==> src/rtl/rr_arbiter8_pkg.sv <==
// Shared constants and state encoding for the 8-way round-robin arbiter.
package rr_arbiter8_pkg;

  localparam int NUM_REQ = 8;
  localparam int IDX_W   = 3;

  typedef enum logic {
    IDLE  = 1'b0,
    GRANT = 1'b1
  } state_t;

endpackage

==> src/rtl/rr_arbiter8_dec.sv <==
// Team 3-to-8 decoder: one-hot output of in when en is high, all zeros otherwise.
module rr_arbiter8_dec (
  input  logic       en,
  input  logic [2:0] in,
  output logic [7:0] out
);

  always_comb begin
    out = 8'h00;
    if (en) out[in] = 1'b1;
  end

endmodule

==> src/rtl/rr_arbiter8.sv <==
// Round-robin arbiter for 8 requesters with registered grant index and optional
// hold timer that forces rotation when an owner keeps the resource too long.
module rr_arbiter8
  import rr_arbiter8_pkg::*;
#(
  parameter int MAX_HOLD = 16,
  parameter int CNT_W    = 5
) (
  input  logic               clk,
  input  logic               rst,
  input  logic               en,
  input  logic [NUM_REQ-1:0] req,
  output logic [IDX_W-1:0]   gnt_idx,
  output logic               gnt_en,
  output logic [NUM_REQ-1:0] gnt,
  output logic               busy
);

  localparam bit              PREEMPT_ON = (MAX_HOLD != 0);
  localparam logic [CNT_W-1:0] HOLD_LAST = PREEMPT_ON ? CNT_W'(MAX_HOLD - 1) : '0;

  state_t             state_q, state_d;
  logic [IDX_W-1:0]   ptr_q, ptr_d;
  logic [IDX_W-1:0]   idx_q, idx_d;
  logic [CNT_W-1:0]   cnt_q, cnt_d;

  logic               win_found;
  logic [IDX_W-1:0]   win_idx;
  logic [NUM_REQ-1:0] owner_mask;
  logic               preempt;
  logic               release_now;

  // Scan from the highest offset down so the offset closest to ptr wins.
  function automatic logic [IDX_W:0] rr_pick(input logic [NUM_REQ-1:0] r,
                                             input logic [IDX_W-1:0]   p);
    logic [IDX_W-1:0] k;
    rr_pick = '0;
    for (int i = NUM_REQ - 1; i >= 0; i--) begin
      k = p + IDX_W'(i);
      if (r[k]) rr_pick = {1'b1, k};
    end
  endfunction

  assign {win_found, win_idx} = rr_pick(req, ptr_q);

  assign owner_mask  = NUM_REQ'(1) << idx_q;
  assign preempt     = PREEMPT_ON && (cnt_q == HOLD_LAST) && |(req & ~owner_mask);
  assign release_now = !en || !req[idx_q] || preempt;

  // NOTE: every always_comb output gets a default first so no path leaves it
  // unassigned; otherwise synthesis infers a latch.
  always_comb begin
    state_d = state_q;
    ptr_d   = ptr_q;
    idx_d   = idx_q;
    cnt_d   = cnt_q;
    unique case (state_q)
      IDLE: begin
        if (en && win_found) begin
          idx_d   = win_idx;
          cnt_d   = '0;
          state_d = GRANT;
        end
      end
      GRANT: begin
        if (release_now) begin
          state_d = IDLE;
          ptr_d   = idx_q + 1'b1;
        end else if (cnt_q != HOLD_LAST) begin
          cnt_d = cnt_q + 1'b1;
        end
      end
      default: state_d = IDLE;
    endcase
  end

  // NOTE: state registers use non-blocking assignments so every flop samples
  // the pre-edge values regardless of statement order.
  always_ff @(posedge clk) begin
    if (rst) begin
      state_q <= IDLE;
      ptr_q   <= '0;
      idx_q   <= '0;
      cnt_q   <= '0;
    end else begin
      state_q <= state_d;
      ptr_q   <= ptr_d;
      idx_q   <= idx_d;
      cnt_q   <= cnt_d;
    end
  end

  assign gnt_idx = idx_q;
  assign gnt_en  = (state_q == GRANT);
  assign busy    = gnt_en;

  rr_arbiter8_dec u_dec (
    .en  (gnt_en),
    .in  (gnt_idx),
    .out (gnt)
  );

endmodule

==> config.mk <==
export PLATFORM = sky130hd
export DESIGN_NAME = rr_arbiter8
export DESIGN_NICKNAME = d
export VERILOG_FILES = /design/src/rtl/rr_arbiter8_pkg.sv /design/src/rtl/rr_arbiter8_dec.sv /design/src/rtl/rr_arbiter8.sv
export SDC_FILE = /design/constraint.sdc
export NUM_CORES = 1
export LEC_CHECK = 0
export ABC_AREA = 0
export ABC_CLOCK_PERIOD_IN_PS = 3350
export CAP_MARGIN = 10
export CORE_ASPECT_RATIO = 1.2
export CORE_UTILIZATION = 45
export CTS_BUF_LIST = sky130_fd_sc_hd__clkbuf_2
export CTS_CLUSTER_DIAMETER = 200
export DETAILED_ROUTE_END_ITERATION = 7
export PLACE_DENSITY = 0.68
export SLEW_MARGIN = 20
export SYNTH_ARGS = -nofsm -noshare
export SYNTH_HDL_FRONTEND = slang
export SYNTH_HIERARCHICAL = 1
export SYNTH_SLANG_ARGS = --single-unit
==> constraint.sdc <==
create_clock -name clk -period 3.35 [get_ports clk]
set_input_delay 0.67 -clock clk [delete_from_list [all_inputs] [get_ports clk]]
set_output_delay 0.67 -clock clk [all_outputs]
set_load 0.01 [all_outputs]
==> results of run 1 <==
-- how the worst min path moves through the flow --
stage,endpoint,depth (start not counted),slack [ns]
detailed placement,cnt_q[4],2,0.49
global route,cnt_q[4],2,0.54
finish,cnt_q[4],2,0.51
global placement,cnt_q[4],2,0.47
floorplan,cnt_q[4],2,0.46
CTS,cnt_q[4],2,0.51
-- state kept, by name, summed over array words and instances, names as in the netlist --
signal	count
cnt_q	5
gnt_idx	3
ptr_q	3
busy	1
-- synth_stat cells, types with 3 or more instances --
cell type / number
inv_1: 14
buf_2: 5
mux2i_1: 12
nand2_1: 12
nor3_1: 3
nand3_1: 4
xor2_1: 4
nor2_1: 14
a211oi_1: 4
o21ai_0: 3
a31oi_1: 5
o21ai_1: 3
dfxtp_1: 12
mux4_2: 13
ha_1: 10
mux2_2: 3
a21oi_1: 9
-- through the flow --
stage | hold WS (ns) | setup slack [ns]
detailed placement | 0.486 | 0.223
floorplan | 0.457 | 0.645
finish | 0.506 | 0.398
CTS | 0.514 | 0.454
global placement | 0.473 | 0.341
global route | 0.544 | 0.285
-- cell families after synthesis --
family                   Yosys count
AND/OR/NAND/NOR                   55
AO/OA/AOI/OAI                     42
multiplexers                      29
buffers and inverters             27
flip-flops                        12
adder cells (fa/ha/maj)           10
XOR/XNOR                           6
-- metal layers --
| layer | vias up | wire, um | GRT usage (%) |
|---|---|---|---|
| met5 | - | 0 | 0 |
| met4 | 0 | 140 | 10.4 |
| met3 | 16 | 253 | 2.46 |
| met2 | 77 | 2020 | 40.0 |
| met1 | 751 | 1760 | 29.0 |
| li1 | 732 | - | - |
-- worst max-delay path, stage by stage --
cell and delay (ns):
clkdlybuf4s50_1 0.60, mux4_2 0.59, mux2i_1 0.26, nor2b_2 0.22, a311oi_1 0.08, or4_1 0.42, a311oi_1 0.29
-- layout make-up --
type | instances | area (um^2) | area share [%]
Clock buffer | 3 | 15.0 | 0.798
Clock inverter | 1 | 3.75 | 0.199
Inverter | 16 | 60.1 | 3.19
Multi-Input combinational cell | 142 | 1270 | 67.6
Sequential cell | 12 | 240 | 12.8
Tap cell | 37 | 46.3 | 2.46
Timing Repair Buffer | 25 | 245 | 13.0
-- where the power goes --
part	internal, mW	switching, mW	leakage, nW
Sequential	0.153	0.0330	0.0980
Combinational	0.168	0.182	0.576
Clock	0.0259	0.0491	0.0140
==> impl_results.rst, run 1 <==
.. list-table::
   :header-rows: 1

   * - Metric
     - Value
   * - Result of the run
     - finished clean
   * - Final count of pins violating max slew
     - 0
   * - Area Growth Syn to Fin
     - 14.6%
   * - Inst Count DP
     - 232
   * - Critical Path AT
     - 3.13 ns
   * - Post-cts gate resize count
     - 0
   * - Flip-flop and latch count after synthesis
     - 12
   * - Final Setup Violations
     - 0
   * - MaxCap Viol Count
     - 0
   * - Total global routing track utilization
     - 23.0%
   * - Hold path startpoint
     - cnt_q[4]
   * - Commonest register cell after synthesis
     - dfxtp_1
   * - Combinational family with the most area after synthesis
     - multiplexers
   * - Reg-to-reg critical path startpoint
     - ptr_q[0]
   * - Critical Path RT
     - 3.53 ns
   * - Wire per inst
     - 17.7 um
   * - Synthesis warning total
     - 6
   * - Post-route clock period utilization
     - 88.1%
   * - Routability Congestion
     - 0.909
   * - Total power consumption of the routed design
     - 0.611 mW
   * - Total overflow reported by the global router
     - 0
   * - Worst min-delay path class
     - flop to flop
   * - Net Count, Synth
     - 202
   * - Post-synthesis instance area
     - 1640 um^2
   * - Basic-gate share of the synthesized area counting and, or, nand and nor cells
     - 19.8%
   * - Final net count
     - 221
   * - Library cells used by synthesis
     - 58
   * - HPWL after detailed placement
     - 3070 um
   * - Clk sink count
     - 12
   * - Maximum clock frequency
     - 339 MHz
   * - Initial antenna violation count
     - 0
   * - Die X-Extent
     - 57.1 um
   * - Via count of the routed design
     - 1576
   * - Count of buffers added by post-CTS timing repair for setup
     - 0
   * - Die Y-Extent
     - 68.2 um
   * - Most frequent standard cell in the layout excluding fill and tap cells
     - clkdlybuf4s50_1
   * - Critical Path End
     - gnt_idx[0]
   * - Top Ports
     - 24
   * - Register-to-register path setup slack
     - 0.58 ns
   * - Fraction of final layout cells with drive strength greater than 1
     - 15.6%
   * - Number of fillers in the final layout
     - 304
   * - Portion of synthesized cell area occupied by the leading cell type
     - 17.8%
   * - Hold Fails Final Rpt
     - 0
   * - Tightest Pin Transition
     - 0.578 ns
   * - Cell type with the largest total area after synthesis
     - mux4_2
   * - DRC violations left
     - 0
   * - Sum of routed wire length over all layers
     - 4170 um
   * - CTS H-tree depth
     - 1
   * - Share of flip-flops with an asynchronous set or reset
     - 0%
   * - Cell count after synthesis
     - 181
   * - Leading cell types in the layout, fill and taps excluded
     - clkdlybuf4s50_1 (23), inv_1 (14), nor2_1 (14), mux4_2 (13)
   * - Type of element capturing the critical path
     - flop
   * - Placement row count
     - 23
   * - Setup TNS
     - 0 ns
   * - Lkg Pwr
     - 0.688 nW
   * - Portion of netlist area occupied by mux cells
     - 28.6%
   * - Number of vias per cell after detailed routing
     - 6.68
   * - Final antenna diode count
     - 0
   * - Setup repair after global routing missed its margin
     - false
   * - PortBufs
     - 23
   * - Placement Cell Area
     - 1860 um^2
   * - Leading cell types by total area after synthesis
     - mux4_2 (18%), dfxtp_1 (15%), ha_1 (7.6%)
   * - Wire length of the first global-routing pass
     - 7070 um
   * - Power per standard cell area
     - 325 nW/um^2
   * - Number of buffers between clock root and the deepest sink
     - 2
   * - Number of cells on the worst reg-to-reg path
     - 8
   * - Crit path launch type
     - input port
   * - Maximum vdd drop
     - 0.258 mV
   * - Mapped Avg Cell Area
     - 9.07 um^2
   * - Post-Synth XOR/XNOR Area
     - 3.20%
   * - TritonCTS clock tree
     - built
   * - End-of-flow core utilization
     - 55.0%
   * - Post-synth EDFFs
     - 0
   * - Via count of the first global-routing pass
     - 1515
   * - Detailed-router iteration count before antenna repair
     - 4
   * - Critical path startpoint
     - req[2]
   * - Worst slew margin relative to its limit
     - 61.4%
   * - Adder-Cell Fraction of Synth Area
     - 7.62%
   * - Clock latency on the worst-skew pair
     - 0.27 ns
   * - Critical Setup Path Class
     - input port to flop
   * - Clk_skew
     - 0.000460 ns
   * - Initial drt markers
     - 74
   * - Area of the placeable core
     - 3420 um^2
   * - Fin cells
     - 236
   * - Clock-pin slew on the worst setup and hold paths
     - 0.12 ns
   * - Pin count of the biggest net entering global routing
     - 17
   * - Area of the die
     - 3890 um^2
   * - Crit path time final
     - 2.95 ns
   * - Buffer type at the clock tree root
     - clkbuf_2
   * - Fraction of the mapped netlist area in compound gates
     - 18.2%
   * - CTS Hold Bufs
     - 0
   * - Starting utilization of the core area
     - 47.9%
   * - Antenna-violating nets left
     - 0
   * - Sequential-to-total area share from yosys stat
     - 14.6%
   * - Num CTS Buffers
     - 3
   * - Design area
     - 1880 um^2
   * - End of the worst register-to-register path
     - gnt_idx[0]
   * - Maximum fanout along the worst path
     - 11
(Power assumes the default switching activity.)
==> run 2, diff against run 1 <==
CTS_CLUSTER_DIAMETER = 150   (was 200)
RECOVER_POWER = 100   (was not set)
==> run 2 against run 1 <==
Count of clock-buffer cells in the layout unchanged. Total power decreased by 1.4%. Cell count unchanged. Critical endpoint unchanged. Wire length is 0.19% higher.
==> impl_results.rst, run 2 (synthesis results as in run 1) <==
.. list-table::
   :header-rows: 1

   * - Metric
     - Value
   * - Register-to-register path setup slack
     - 0.56 ns (-0.02 ns)
   * - Critical Path RT
     - 3.53 ns (about the same)
   * - Placement row count
     - 23 (unchanged)
   * - Count of buffers added by post-CTS timing repair for setup
     - 0 (unchanged)
   * - Critical Path AT
     - 3.19 ns (+0.06 ns)
   * - TritonCTS clock tree
     - built
   * - Final Setup Violations
     - 0 (unchanged)
   * - Die X-Extent
     - 57.1 um (unchanged)
   * - Type of element capturing the critical path
     - flop
   * - Setup repair after global routing missed its margin
     - false
   * - Worst hold path endpoint
     - cnt_q[4]
   * - Number of fillers in the final layout
     - 308 (+1.3%)
   * - Maximum fanout along the worst path
     - 11 (unchanged)
   * - Register with the highest flop count
     - cnt_q
   * - Power per standard cell area
     - 323 nW/um^2 (-0.49%)
   * - Clock-pin slew on the worst setup and hold paths
     - 0.12 ns (about the same)
   * - Via count of the first global-routing pass
     - 1515 (unchanged)
   * - Wire per inst
     - 17.7 um (+0.19%)
   * - Sum of routed wire length over all layers
     - 4180 um (+0.19%)
   * - Die Y-Extent
     - 68.2 um (unchanged)
   * - Final net count
     - 221 (unchanged)
   * - Amount of wire on met3 after detailed routing
     - 278 um (+9.9%)
   * - Switching portion of total power
     - 43.3% (+0.18 points)
   * - Combinational Power Share
     - 56.9% (-0.3 points)
   * - Tightest Pin Transition
     - 0.594 ns (+0.0156 ns)
   * - Area of the die
     - 3890 um^2 (unchanged)
   * - Int Power
     - 0.342 mW (-1.7%)
   * - Antenna-violating nets left
     - 0 (unchanged)
   * - Initial drt markers
     - 86 (+16%)
   * - Post-route clock period utilization
     - 90.0% (+1.8 points)
   * - Final count of pins violating max slew
     - 0 (unchanged)
   * - Share of power burned in the clock network
     - 12.4% (about the same)
   * - Pin count of the biggest net entering global routing
     - 17 (unchanged)
   * - CTS Hold Bufs
     - 0 (unchanged)
   * - Final antenna diode count
     - 0 (unchanged)
   * - Area of the placeable core
     - 3420 um^2 (unchanged)
   * - HPWL after detailed placement
     - 3070 um (unchanged)
   * - Lkg Pwr
     - 0.722 nW (+4.9%)
   * - Hold Fails Final Rpt
     - 0 (unchanged)
   * - End of the worst register-to-register path
     - gnt_idx[0]
   * - Number of cells on the worst reg-to-reg path
     - 8 (unchanged)
   * - Total overflow reported by the global router
     - 0 (unchanged)
   * - Reg power frac
     - 30.7% (+0.2 points)
   * - Maximum clock frequency
     - 332 MHz (-2.0%)
   * - Num CTS Buffers
     - 3 (unchanged)
   * - Total global routing track utilization
     - 23.0% (unchanged)
   * - DRC violations left
     - 0 (unchanged)
   * - Met2 layer wire length in the routed design
     - 1980 um (-1.9%)
   * - Setup TNS
     - 0 ns (unchanged)
   * - Area Growth Syn to Fin
     - 13.6%
   * - Final worst slack
     - 0.336 ns (-0.0612 ns)
   * - Top Ports
     - 24 (unchanged)
   * - Worst min-delay path class
     - flop to flop
   * - Uppermost layer routed
     - met4
   * - Reg-to-reg critical path startpoint
     - ptr_q[0]
   * - Number of buffers between clock root and the deepest sink
     - 2 (unchanged)
   * - Detailed-router iteration count before antenna repair
     - 4 (unchanged)
   * - Crit path launch type
     - input port
   * - Clk sink count
     - 12 (unchanged)
   * - Clock latency on the worst-skew pair
     - 0.27 ns (about the same)
   * - Number of vias per cell after detailed routing
     - 6.53 (-2.2%)
   * - Clk_skew
     - 0.000495 ns (+0.0000348 ns)
   * - Fraction of final layout cells with drive strength greater than 1
     - 14.1% (-1.5 points)
   * - Critical Setup Path Class
     - input port to flop
   * - Result of the run
     - finished clean
   * - Starting utilization of the core area
     - 47.9% (unchanged)
   * - Via count of the routed design
     - 1541 (-2.2%)
   * - Worst slew margin relative to its limit
     - 59.9% (-1.5 points)
   * - Worst slack after detailed placement
     - 0.223 ns (unchanged)
   * - MaxCap Viol Count
     - 0 (unchanged)
   * - Maximum vdd drop
     - 0.256 mV (-0.92%)
   * - Post-cts gate resize count
     - 0 (unchanged)
   * - M1 WL
     - 1770 um (+0.62%)
   * - Initial antenna violation count
     - 0 (unchanged)
   * - Wire length of the first global-routing pass
     - 7070 um (unchanged)
   * - Hold path startpoint
     - cnt_q[4]
   * - Net load switching power
     - 0.261 mW (-0.95%)
   * - Crit path time final
     - 3.01 ns (+0.0612 ns)
   * - Routability Congestion
     - 0.909 (unchanged)
   * - Number of flip-flops under the largest register name
     - 5 (unchanged)
   * - CTS H-tree depth
     - 1 (unchanged)
   * - Min-Delay Path Depth
     - 2 (unchanged)
   * - PortBufs
     - 23 (unchanged)
   * - Leading cell types in the layout, fill and taps excluded
     - inv_1 (14), nor2_1 (14), dlygate4sd3_1 (14), mux4_2 (13)
   * - Buffer type at the clock tree root
     - clkbuf_2
## run 2: layer usage
layer / track usage [%] / vias to the layer above
met5: 0 / -
met2: 40.0 / 81
met4: 10.4 / 0
li1: - / 728
met1: 29.0 / 714
met3: 2.46 / 18
## run 2: worst max path at each step
stage | end | from | slack (ns)
final | gnt_idx[0] | req[2] | 0.34
after global routing | gnt_idx[0] | req[2] | 0.21
after CTS | gnt_idx[0] | req[2] | 0.45
after detailed placement | gnt_idx[0] | req[2] | 0.22
after global placement | gnt_idx[0] | req[2] | 0.34
after floorplan | gnt_idx[0] | ptr_q[1] | 0.64
## run 2: power groups by stage
stage | logic, mW | clock network, mW | registers [mW]
2_1_floorplan | 0.266 | 0 | 0.179
3_3_place_gp | 0.341 | 0 | 0.188
3_5_place_dp | 0.345 | 0 | 0.190
4_1_cts | 0.347 | 0.0731 | 0.187
5_1_grt | 0.373 | 0.0781 | 0.190
6_report | 0.343 | 0.0748 | 0.185
## run 2: metrics by stage
step / instance area [um^2] / hold slack [ns] / cells / total power [mW] / utilization, %
after floorplan: 1640 / 0.457 / 181 / 0.445 / -
after global placement: 1860 / 0.473 / 232 / 0.529 / 54.4
after detailed placement: 1860 / 0.486 / 232 / 0.535 / 54.4
after CTS: 1880 / 0.514 / 236 / 0.607 / 55.0
after global routing: 1870 / 0.544 / 236 / 0.642 / 54.5
final: 1870 / 0.508 / 236 / 0.603 / 54.5
## run 2: cell type report
| type | count | area [um^2] | area share, % |
|---|---|---|---|
| clock buffer | 3 | 15.0 | 0.805 |
| clock inverter | 1 | 3.75 | 0.201 |
| inverter | 16 | 60.1 | 3.22 |
| multi-input combinational | 142 | 1250 | 67.3 |
| sequential | 12 | 240 | 12.9 |
| tap | 37 | 46.3 | 2.48 |
| timing repair buffer | 25 | 245 | 13.1 |
## run 2: worst max-delay path, cell delays in order
cell and delay [ns]:
dlygate4sd3_1 0.68, mux4_2 0.56, mux2i_1 0.25, nor2b_1 0.23, a311oi_1 0.10, or4_1 0.43
a311oi_1 0.28
